`src/rtl/rr_decoder_arbiter_pkg.sv`:
```
// Shared types and sizes for the round-robin decoder arbiter.
package rr_arb_pkg;

  localparam int N_REQ = 8;
  localparam int IDX_W = 3;
  localparam int CNT_W = 8;

  typedef enum logic [1:0] {
    IDLE  = 2'd0,
    GRANT = 2'd1,
    GAP   = 2'd2
  } state_t;

endpackage

```
`src/rtl/rr_decoder_arbiter_if.sv`:
```
// Request/grant bundle between the requesters (master) and the arbiter (slave).
interface rr_decoder_arbiter_if;
  import rr_arb_pkg::*;

  logic [N_REQ-1:0] req;
  logic [IDX_W-1:0] sel;
  logic             en;
  logic [N_REQ-1:0] grant;
  logic             busy;
  logic             timeout;

  modport master (output req, input sel, en, grant, busy, timeout);
  modport slave  (input req, output sel, en, grant, busy, timeout);

endinterface

```
`src/rtl/rr_decoder_arbiter_pick.sv`:
```
// Round-robin pick: first set request bit at or after ptr, wrapping mod N_REQ.
module rr_priority_pick
  import rr_arb_pkg::*;
(
  input  logic [N_REQ-1:0] req,
  input  logic [IDX_W-1:0] ptr,
  output logic [IDX_W-1:0] idx,
  output logic             valid
);

  logic [2*N_REQ-1:0] req_dbl;
  logic [N_REQ-1:0]   req_rot;
  logic [IDX_W-1:0]   offset;

  // Doubling the vector turns the rotate-right into a plain part-select.
  assign req_dbl = {req, req};
  assign req_rot = req_dbl[ptr +: N_REQ];

  always_comb begin
    offset = '0;
    valid  = 1'b0;
    for (int i = N_REQ - 1; i >= 0; i--) begin
      if (req_rot[i]) begin
        offset = IDX_W'(i);
        valid  = 1'b1;
      end
    end
  end

  assign idx = offset + ptr;

endmodule

```
`src/rtl/rr_decoder_arbiter.sv`:
```
// Round-robin arbiter sharing one 3-to-8 decoder stage between 8 requesters,
// with optional hold timeout and a one-cycle dead gap between owners.
module rr_decoder_arbiter
  import rr_arb_pkg::*;
#(
  parameter int MAX_HOLD = 16
) (
  input  logic                 clk,
  input  logic                 rst,
  rr_decoder_arbiter_if.slave  bus
);

  localparam logic [CNT_W-1:0] HOLD_LAST = CNT_W'(MAX_HOLD - 1);

  state_t           state;
  logic [IDX_W-1:0] ptr;
  logic [CNT_W-1:0] hold_cnt;
  logic [IDX_W-1:0] sel_q;
  logic             en_q;
  logic             timeout_q;
  logic [IDX_W-1:0] pick_idx;
  logic             pick_vld;
  logic             owner_req;
  logic             hold_expired;

  rr_priority_pick u_pick (
    .req   (bus.req),
    .ptr   (ptr),
    .idx   (pick_idx),
    .valid (pick_vld)
  );

  assign owner_req    = bus.req[sel_q];
  assign hold_expired = (MAX_HOLD != 0) && (hold_cnt == HOLD_LAST);

  always_ff @(posedge clk or posedge rst) begin
    if (rst) begin
      state     <= IDLE;
      sel_q     <= '0;
      en_q      <= 1'b0;
      timeout_q <= 1'b0;
      ptr       <= '0;
      hold_cnt  <= '0;
    end else begin
      timeout_q <= 1'b0;
      case (state)
        IDLE: begin
          if (pick_vld) begin
            sel_q    <= pick_idx;
            en_q     <= 1'b1;
            hold_cnt <= '0;
            state    <= GRANT;
          end
        end
        GRANT: begin
          if (hold_cnt != '1) hold_cnt <= hold_cnt + CNT_W'(1);
          // A release on the expiry cycle takes precedence, so no timeout pulse.
          if (!owner_req || hold_expired) begin
            en_q      <= 1'b0;
            ptr       <= sel_q + IDX_W'(1);
            timeout_q <= owner_req;
            state     <= GAP;
          end
        end
        GAP: begin
          state <= IDLE;
        end
        default: begin
          en_q  <= 1'b0;
          state <= IDLE;
        end
      endcase
    end
  end

  assign bus.sel     = sel_q;
  assign bus.en      = en_q;
  assign bus.timeout = timeout_q;
  assign bus.busy    = (state != IDLE);
  assign bus.grant   = en_q ? (N_REQ'(1) << sel_q) : '0;

endmodule

```
`src/flat_wrapper.sv`:
```
// flat-port wrapper written by rule: the top's interface ports become plain ports
module rr_decoder_arbiter_flat import rr_arb_pkg::*;
#(
  parameter int MAX_HOLD = 16
)
  (clk, rst, bus_req, bus_sel, bus_en, bus_grant, bus_busy, bus_timeout);
  rr_decoder_arbiter_if bus_i ();
  input  logic clk;
  input  logic rst;
  input wire logic [$bits(bus_i.req)-1:0] bus_req;
  output wire logic [$bits(bus_i.sel)-1:0] bus_sel;
  output wire logic [$bits(bus_i.en)-1:0] bus_en;
  output wire logic [$bits(bus_i.grant)-1:0] bus_grant;
  output wire logic [$bits(bus_i.busy)-1:0] bus_busy;
  output wire logic [$bits(bus_i.timeout)-1:0] bus_timeout;
  assign bus_i.req = bus_req;
  assign bus_sel = bus_i.sel;
  assign bus_en = bus_i.en;
  assign bus_grant = bus_i.grant;
  assign bus_busy = bus_i.busy;
  assign bus_timeout = bus_i.timeout;
  rr_decoder_arbiter #(.MAX_HOLD(MAX_HOLD)) u_core (.clk(clk), .rst(rst), .bus(bus_i));
endmodule
```
`config.mk`:
```
export PLATFORM = sky130hd
export DESIGN_NAME = rr_decoder_arbiter_flat
export DESIGN_NICKNAME = d
export VERILOG_FILES = /design/src/rtl/rr_decoder_arbiter_pkg.sv /design/src/rtl/rr_decoder_arbiter_if.sv /design/src/rtl/rr_decoder_arbiter_pick.sv /design/src/rtl/rr_decoder_arbiter.sv /design/src/flat_wrapper.sv
export SDC_FILE = /design/constraint.sdc
export NUM_CORES = 1
export LEC_CHECK = 0
export ABC_AREA = 1
export BUFFER_PORTS_ARGS = -buffer_cell sky130_fd_sc_hd__buf_2
export CAP_MARGIN = 15
export CORE_ASPECT_RATIO = 0.8
export CORE_MARGIN = 10
export CORE_UTILIZATION = 35
export DETAILED_ROUTE_END_ITERATION = 16
export SYNTH_ARGS = -nofsm -noshare
export SYNTH_HDL_FRONTEND = slang
export SYNTH_SLANG_ARGS = --single-unit
```
`constraint.sdc`:
```
create_clock -name clk -period 3.2 [get_ports clk]
set_clock_uncertainty 0.15 [all_clocks]
set_input_delay 0 -clock clk [delete_from_list [all_inputs] [get_ports clk]]
set_output_delay 0 -clock clk [all_outputs]
set_load 0.02 [all_outputs]
```
==> metrics.txt, run 1 <==
status finished, final reports clean; Reg-to-Reg End u_core.bus.sel[2]; max cap viols 0; setup TNS 0 ps; Final setup violation count 0; ant diodes 0; relative slew slack 0.5281; Mapped Cells approximately 240; CTS tree built; min-delay worst type primary input to flip-flop; Sw Ratio 0.5588; Sw Pwr between 900 and 1000 uW; hold depth 5; grt total ovfl 0; drt drc 0; root buffer cell clkbuf_8; TritonCTS Sinks 18; Num CTS Buffers 3; Max Root-Sink Buffers 2; RSZ-0062 raised after global routing false; global-route wire length before repair 6610 um; Setup crit start kind flip-flop; leak pwr 0.0009892 uW; fin crit period 2784 ps; pre-CTS WS ~440 ps; Setup crit end u_core.bus.sel[2]; worst slew pin tran 707.0 ps; Flop pwr share 0.243; IO buf count 23; core box area 4283 um2; #FFs+latches synth 18; largest net degree at the start of global routing 19; Combinational Power Share 0.666; chip width 95.34 um; top cell type by total area after synthesis dfrtp_1; initial drt markers between 90 and 100; GP Congestion 0.7911; crit path launch u_core.ptr[0]; r2r setup slk 420 ps; worst setup margin 416.2 ps; Tcrit/Tclk final 0.8699; nature of the critical path endpoint flip-flop; Slew Limit Fails 0; Non-Filler Instances 320; antenna-violating nets left 0; Die Area 7652 um2; Area Overhead vs Synth 13.54%; DR WL/cell 11.96 um; Synth Area per Inst roughly 6.7 um2; CP required ~3200 ps; FF-to-FF Start u_core.ptr[0]; Synth top area share 0.2835; depth of the CTS H-tree 1; First-pass DRT Iterations 4; starting density of the core 0.3710; fraction of the yosys area taken by sequential cells 0.2835; power density over the cells 961.6 nW/um2; Die Y 80.27 um; wirelength, routed 3827 um; Hold Path Origin bus_req[5]; via count ~1.5k; warnings from Yosys 0; Skew-Pair Late Insertion Delay between 200 and 300 ps; fmax around 360 MHz; initial antenna violation count 0; Avg Vias per Cell 4.828; CP arrival 2770 ps; Setup Crit Path Kind flip-flop to flip-flop; hpwl dp 3107 um; Net count, final 284; Area contributors post-synth dfrtp_1, nand2_1, nand3_1; Worst Reg-to-Reg Cells 19; post-CTS sizing 0; Net Count, Synth 257; io pins 24; final hold vios 0; Int Pwr roughly 770 uW; Rows 21; Tot GR Track Use 0.1050; Max VDD drop approximately 0.32 mV; clock-pin slew on the worst setup and hold paths around 70 ps; Layout Utilization 0.4213; fillers 458; synthesized area approximately 1600 um2; Max FO, Critical Path 11; layout cells sized above 1 0.2129; Clk pwr share 0.091; vias in the first global route 1401; DP Cell Count between 300 and 400; Design Power 1735 uW; unique cell type count in the Yosys netlist 28
[what timing repair did]
item / CTS / global route
buffers inserted: 0 / 0
endpoints found under the hold margin: 18 / 0
hold buffers: 1 / 0
[power by group through the flow]
stage | clock network, uW | logic, uW | registers (uW)
4_1_cts | 161 | 1160 | 421
5_1_grt | 172 | 1340 | 439
3_5_place_dp | 0 | 1160 | 425
6_report | 158 | 1160 | 421
3_3_place_gp | 0 | 1150 | 424
2_1_floorplan | 0 | 933 | 397
[area by class of cell]
class	instances	area, um2	share of cell area
clock buffer	3	41.29	0.02288
inverter	24	97.59	0.05409
multi-input combinational	193	1011	0.5603
sequential	18	450.4	0.2497
tap	57	71.32	0.03953
timing repair buffer	25	132.6	0.07351
[worst max-delay path, cell delays in order, from the launching register on]
cell	delay (ps)
dfrtp_1	600
inv_6	100
nand2_2	80
nand3_1	60
nand2_1	110
nand2_1	70
nand2_2	90
nand2_1	60
nand2_1	50
nand2_1	40
nand2_1	50
nand2_1	40
a21boi_0	150
ha_1	170
inv_1	50
fa_1	370
xor2_1	180
o21ai_0	110
nand2_1	70
o21ai_1	50
[worst min path at each step]
| stage | end | slack [ps] |
|---|---|---|
| 3_5_place_dp | u_core.hold_cnt[4] | 0.2 |
| 3_3_place_gp | u_core.hold_cnt[2] | 2 |
| 6_report | u_core.bus.timeout | 100 |
| 2_1_floorplan | u_core.bus.en | -210 |
| 5_1_grt | u_core.bus.timeout | 140 |
| 4_1_cts | u_core.bus.timeout | 100 |
[synthesized netlist by cell type (all sizes together)]
cell type / instances
nor2: 25
a21oi: 4
nor3: 2
nand2: 100
ha: 8
fa: 1
dfrtp: 18
clkinv: 1
buf: 3
nor4: 1
xor2: 1
inv: 23
o21ai: 15
o211ai: 2
o21bai: 1
a21boi: 1
nand3: 32
[through the flow]
step	hold WS [ps]	instance area, um2
floorplan	-211.4	1589
global placement	1.649	1753
detailed placement	0.1630	1753
CTS	103.7	1804
global route	141.3	1804
finish	97.90	1804
[routing by layer]
metal  GRT usage  routed length, um
met3     0.04368                423
met4     0.01791                 27
met2      0.1435               1384
met5           0                  0
met1      0.1492               1992
[kinds of logic after synthesis]
| kind of cell | Yosys count | share of synthesized area |
|---|---|---|
| and+or+nand+nor | 160 | 0.4764 |
| buffers and inverters | 27 | 0.08032 |
| AOI/OAI and AO/OA | 23 | 0.07874 |
| DFF | 18 | 0.2835 |
| adders and majority gates | 9 | 0.07559 |
| xor gates and xnor gates | 1 | 0.005513 |
[flip-flops by register name, summed over array words and instances (netlist names)]
signal,cells
u_core.bus.en,1
u_core.state,2
u_core.bus.sel,3
u_core.hold_cnt,8
u_core.bus.timeout,1
u_core.ptr,3
[placed cells by master, fill, tap and decap left out, drive strengths merged]
cell type    instances
nand2              100
nand3               32
nor2                25
buf                 24
inv                 23
dfrtp               18
o21ai               15
ha                   8
a21oi                4
clkbuf               3
nor3                 2
o211ai               2
clkinv               1
nor4                 1
xor2                 1
o21bai               1
a21boi               1
fa                   1
dlygate4sd3          1
No activity file was read; power rests on OpenSTA's default activity.
==> inputs of run 2 (changes only) <==
Settings changed: CTS_BUF_LIST set to sky130_fd_sc_hd__clkbuf_4.
==> run 2 against run 1 <==
  * First-iteration DRC count decreased by 8.8%
  * Core utilization decreased by 0.44 points
  * Combinational power hardly changed
  * Total power down 2.7%
  * Via count fell by 2.5%
  * Fmax decreased by 0.64%
  * Cell count did not move
  * Routed wire length down 0.78%
  * Highest routed layer unchanged
==> metrics.txt, run 2 (synthesis results as in run 1) <==
status finished, final reports clean; power density over the cells between 900 and 1000 nW/um2; pre-CTS WS 437.8 ps; largest net degree at the start of global routing 19; Combinational Power Share 0.684; wirelength, routed 3797 um; io pins 24; Area Overhead vs Synth 12.36%; Tot GR Track Use 0.1055; leak pwr 0.0009814 uW; post-CTS sizing 0; Max VDD drop 0.3225 mV; Rows 21; Largest register FFs 8; highest routing layer actually used met4; chip width 95.34 um; initial antenna violation count 0; worst setup margin between 300 and 400 ps; Flop pwr share 0.249; fillers 461; Slew Limit Fails 0; setup TNS 0 ps; Clk pwr share 0.068; worst slew pin tran roughly 700 ps; Sw Pwr 963.3 uW; Die Area ~7700 um2; final hold slack between 50 and 60 ps; Net count, final 284; Final setup violation count 0; DR WL met3 399 um; max cap viols 0; IO buf count 23; antenna-violating nets left 0; layout cells sized above 1 0.2129; drt drc 0; grt total ovfl 0; Avg Vias per Cell 4.706; Skew-Pair Late Insertion Delay 290 ps; fmax 356.9 MHz; via count approximately 1.5k; CP arrival 2880 ps; Max FO, Critical Path 11; initial drt markers 83; Largest Register u_core.hold_cnt; relative slew slack 0.5331; CP required 3280 ps; Setup Crit Path Kind flip-flop to flip-flop; fin crit period about 2800 ps; Post-Route M1 WL around 2000 um; ant diodes 0; core box area 4283 um2; commonest cells after routing, fill and taps aside nand2_1, nand3_1, nor2_1, buf_2, inv_1; depth of the CTS H-tree 1; min-delay worst type primary input to flip-flop; Sw Ratio 0.5706; global-route wire length before repair 6624 um; TritonCTS Sinks 18; vias in the first global route 1407; GP Congestion about 0.79; Tcrit/Tclk final 0.8755; Max Root-Sink Buffers 2; WL met2 about 1400 um; nature of the critical path endpoint flip-flop; root buffer cell clkbuf_4; starting density of the core 0.3710; Layout Utilization 0.4169; RSZ-0062 raised after global routing false; Num CTS Buffers 3; hpwl dp 3107 um; First-pass DRT Iterations 4; Die Y 80.27 um; commonest non-fill, non-tap cell in the layout nand2_1; final hold vios 0; CTS tree built; clock-pin slew on the worst setup and hold paths 100 ps; DR WL/cell 11.87 um; Setup crit start kind flip-flop; Int Pwr about 730 uW
-- run 2: cell count changes in the layout (fill, tap and decap cells not counted) --
cell      change
clkbuf_4      +3
clkbuf_8      -3
-- run 2: what timing repair did --
| item | 4_1_cts | 5_1_grt |
|---|---|---|
| hold endpoints to repair | 18 | 0 |
| hold buffers | 1 | 0 |
| buffers inserted | 0 | 0 |
-- run 2: per-layer routing --
metal | vias to the layer above | GRT usage
li1 | 814 | -
met1 | 659 | 0.1492
met2 | 31 | 0.1435
met3 | 2 | 0.04368
met4 | 0 | 0.02239
met5 | - | 0
-- run 2: critical path, cell delays in order, from the launching register on --
cell	delay (ps)
dfrtp_1	610
inv_6	100
nand2_2	80
nand3_1	60
nand2_1	120
nand2_1	70
nand2_2	90
nand2_1	60
nand2_1	50
nand2_1	40
nand2_1	50
nand2_1	40
a21boi_0	150
ha_1	170
inv_1	50
fa_1	370
xor2_1	180
inv_1	60
nand2_1	60
nand2_1	50
o21ai_1	110
-- run 2: final timing paths --
kind                               startpoint                  to  slack (ps)  cells after the start
min in group asynchronous                 rst  u_core.hold_cnt[2]         200                      3
hold / removal                     bus_req[5]  u_core.bus.timeout          50                      5
hold reg to reg            u_core.hold_cnt[7]  u_core.hold_cnt[7]         350                      2
setup / recovery                u_core.ptr[0]   u_core.bus.sel[2]         400                     20
max in group asynchronous                 rst       u_core.ptr[2]        2260                      3
setup reg to reg                u_core.ptr[0]   u_core.bus.sel[2]         400                     20
-- run 2: layout make-up --
cell class,count,area [um2],area share
tap,57,71.32,0.03994
multi-input combinational,193,1011,0.5662
inverter,24,97.59,0.05466
timing repair buffer,25,132.6,0.07428
clock buffer,3,22.52,0.01261
sequential,18,450.4,0.2523
-- run 2: per-stage QoR --
stage	instance area, um2	std cells	total power, uW
3_3_place_gp	1753	316	1579
5_1_grt	1785	320	1903
2_1_floorplan	1589	238	1330
6_report	1785	320	1688
3_5_place_dp	1753	316	1583
4_1_cts	1785	320	1703
-- run 2: power by group through the flow --
stage / clock [uW] / sequential (uW) / combinational, uW
floorplan: 0 / 397 / 933
global placement: 0 / 424 / 1150
detailed placement: 0 / 425 / 1160
CTS: 117 / 421 / 1160
global route: 127 / 439 / 1340
finish: 114 / 420 / 1150
==> inputs of run 3 (changes only) <==
Settings changed: CELL_PAD_IN_SITES_DETAIL_PLACEMENT set to 1, CELL_PAD_IN_SITES_GLOBAL_PLACEMENT set to 2, CORE_UTILIZATION 35 to 32, PLACE_DENSITY_LB_ADDON set to 0.1.
==> run 3 against run 2 <==
  * Worst setup slack gained 17 ps
  * Combinational power grew 3%
  * Fmax grew 0.60%
  * Via count grew 2.3%
  * Register-to-register slack gained 20 ps
  * Clock power grew 8%
  * Routed wire length grew 22%
  * Die area grew 7.2%
==> metrics.txt, run 3 (synthesis results as in run 1) <==
layout cells sized above 1 0.2159; largest net degree at the start of global routing 19; chip width roughly 99 um; TritonCTS Sinks 18; Max stage delay on crit path approximately 540 ps; final hold vios 0; nature of the critical path endpoint flip-flop; Skew-Pair Late Insertion Delay 310 ps; worst-path cell chain inv_4 -> nand3_1 -> nand2_1 -> nand2_1 -> nand2_2 -> nand2_1 -> nand2_1 -> nand2_1 -> nand2_1 -> nand2_1 -> a21boi_0 -> ha_1 -> inv_1 -> fa_1 -> xor2_1 -> inv_1 -> nand2_1 -> nand2_1 -> o21ai_1; initial drt markers 100; global-route wire length before repair approximately 7800 um; via count approximately 1.5k; relative slew slack 0.5080; Final setup violation count 0; Die Area 8202 um2; Slew Limit Fails 0; drt drc 0; Largest register FFs 8; GR Util met1 0.1868; global routing met3 resource utilization 0.03228; max cap viols 0; Die Y 83.03 um; depth of the CTS H-tree 1; First-pass DRT Iterations 4; core box area 4707 um2; CP most frequent cell nand2_1; DP Cell Count 319; worst slew pin tran 737.3 ps; CP top delay family simple AND/OR/NAND/NOR gates; power density over the cells 972.3 nW/um2; Max FO, Critical Path 10; status finished, final reports clean; fin crit period ~2800 ps; CP required between 3000 and 4000 ps; Tot GR Track Use 0.1111; CP arrival 2860 ps; Max VDD drop 0.3957 mV; setup TNS 0 ps; Setup Crit Path Kind flip-flop to flip-flop; vias in the first global route 1501; min-delay worst type primary input to flip-flop; ant diodes 0; Rows 22; antenna-violating nets left 0; fmax 359.1 MHz; met2 usage in global routing 0.1312; Net count, final 284; r2r setup slk 420 ps; Non-Filler Instances 324; hpwl dp 3736 um; fillers 637; Num CTS Buffers 3; commonest cells after routing, fill and taps aside nand2_1, nand3_1, nor2_1, buf_2, inv_1; Max Root-Sink Buffers 2; io pins 24; GP Congestion 0.7825; Largest Register u_core.hold_cnt; Setup crit start kind flip-flop; grt peak-use layer met1; starting density of the core 0.3376; Tcrit/Tclk final 0.8703; Avg Vias per Cell about 4.8; wirelength, routed 4617 um; initial antenna violation count 0; Design Power 1745 uW; RSZ-0062 raised after global routing false; root buffer cell clkbuf_4; Post-CTS Setup Inserts 0; leak pwr between 0.0009 and 0.001 uW; area of the multi-input gates around 1000 um2; grt total ovfl 0; Worst Path Buf+Inv 3; Slowest-stage cell, CP dfrtp_1; clock-pin slew on the worst setup and hold paths 120 ps; IO buf count 23; Area Overhead vs Synth 12.91%; commonest non-fill, non-tap cell in the layout nand2_1; DR WL/cell 14.25 um; register area roughly 450 um2; CTS tree built
[run 3: what timing repair did]
action / CTS / global route
hold buffers: 1 / 0
endpoints found under the setup margin: 0 / 1
resized for setup: 0 / 1
endpoints found under the hold margin: 18 / 0
[run 3: area by class of cell]
class                           count  share of cell area
Clock buffer                        3             0.01255
Clock inverter                      1            0.002092
Inverter                           24             0.05439
Multi-Input combinational cell    193              0.5635
Sequential cell                    18              0.2517
Tap cell                           60             0.04184
Timing Repair Buffer               25             0.07392
[run 3: path summary, 6_finish.rpt]
check,depth (start not counted),to,startpoint
max,19,u_core.bus.sel[2],u_core.ptr[1]
min,5,u_core.bus.timeout,bus_req[7]
max reg2reg,19,u_core.bus.sel[2],u_core.ptr[1]
min reg2reg,2,u_core.hold_cnt[7],u_core.hold_cnt[7]
max in group asynchronous,3,u_core.ptr[0],rst
min in group asynchronous,3,u_core.hold_cnt[5],rst
[run 3: worst reg2reg max path, delay by kind of cell, from the launching register on]
| family | cells | cell delay (ps) |
|---|---|---|
| AOI/OAI and AO/OA | 2 | 300 |
| xor gates and xnor gates | 1 | 180 |
| buffers and inverters | 3 | 310 |
| DFF | 1 | 540 |
| adders and majority gates | 2 | 550 |
| and+or+nand+nor | 11 | 690 |
[run 3: through the flow]
stage                     area, um2  hold WS (ps)  worst slack, ps  utilization
after floorplan                1589        -211.4            797.6            -
after global placement         1757         16.43            450.8       0.3732
after detailed placement       1757         18.32            370.7       0.3732
after CTS                      1793         57.28            319.1       0.3809
after global routing           1794         90.93            82.09       0.3812
final                          1794         53.86            415.2       0.3812
[run 3: power by group]
group / internal [uW] / switching [uW]
Combinational: 385 / 805
Sequential: 299 / 132
Clock: 45.5 / 77.1
Total: 730 / 1010
[run 3: routing by layer]
layer,vias to the layer above,part of all wire
met5,-,0
met4,0,0.0017
met3,2,0.050
met2,28,0.36
met1,697,0.59
li1,814,-
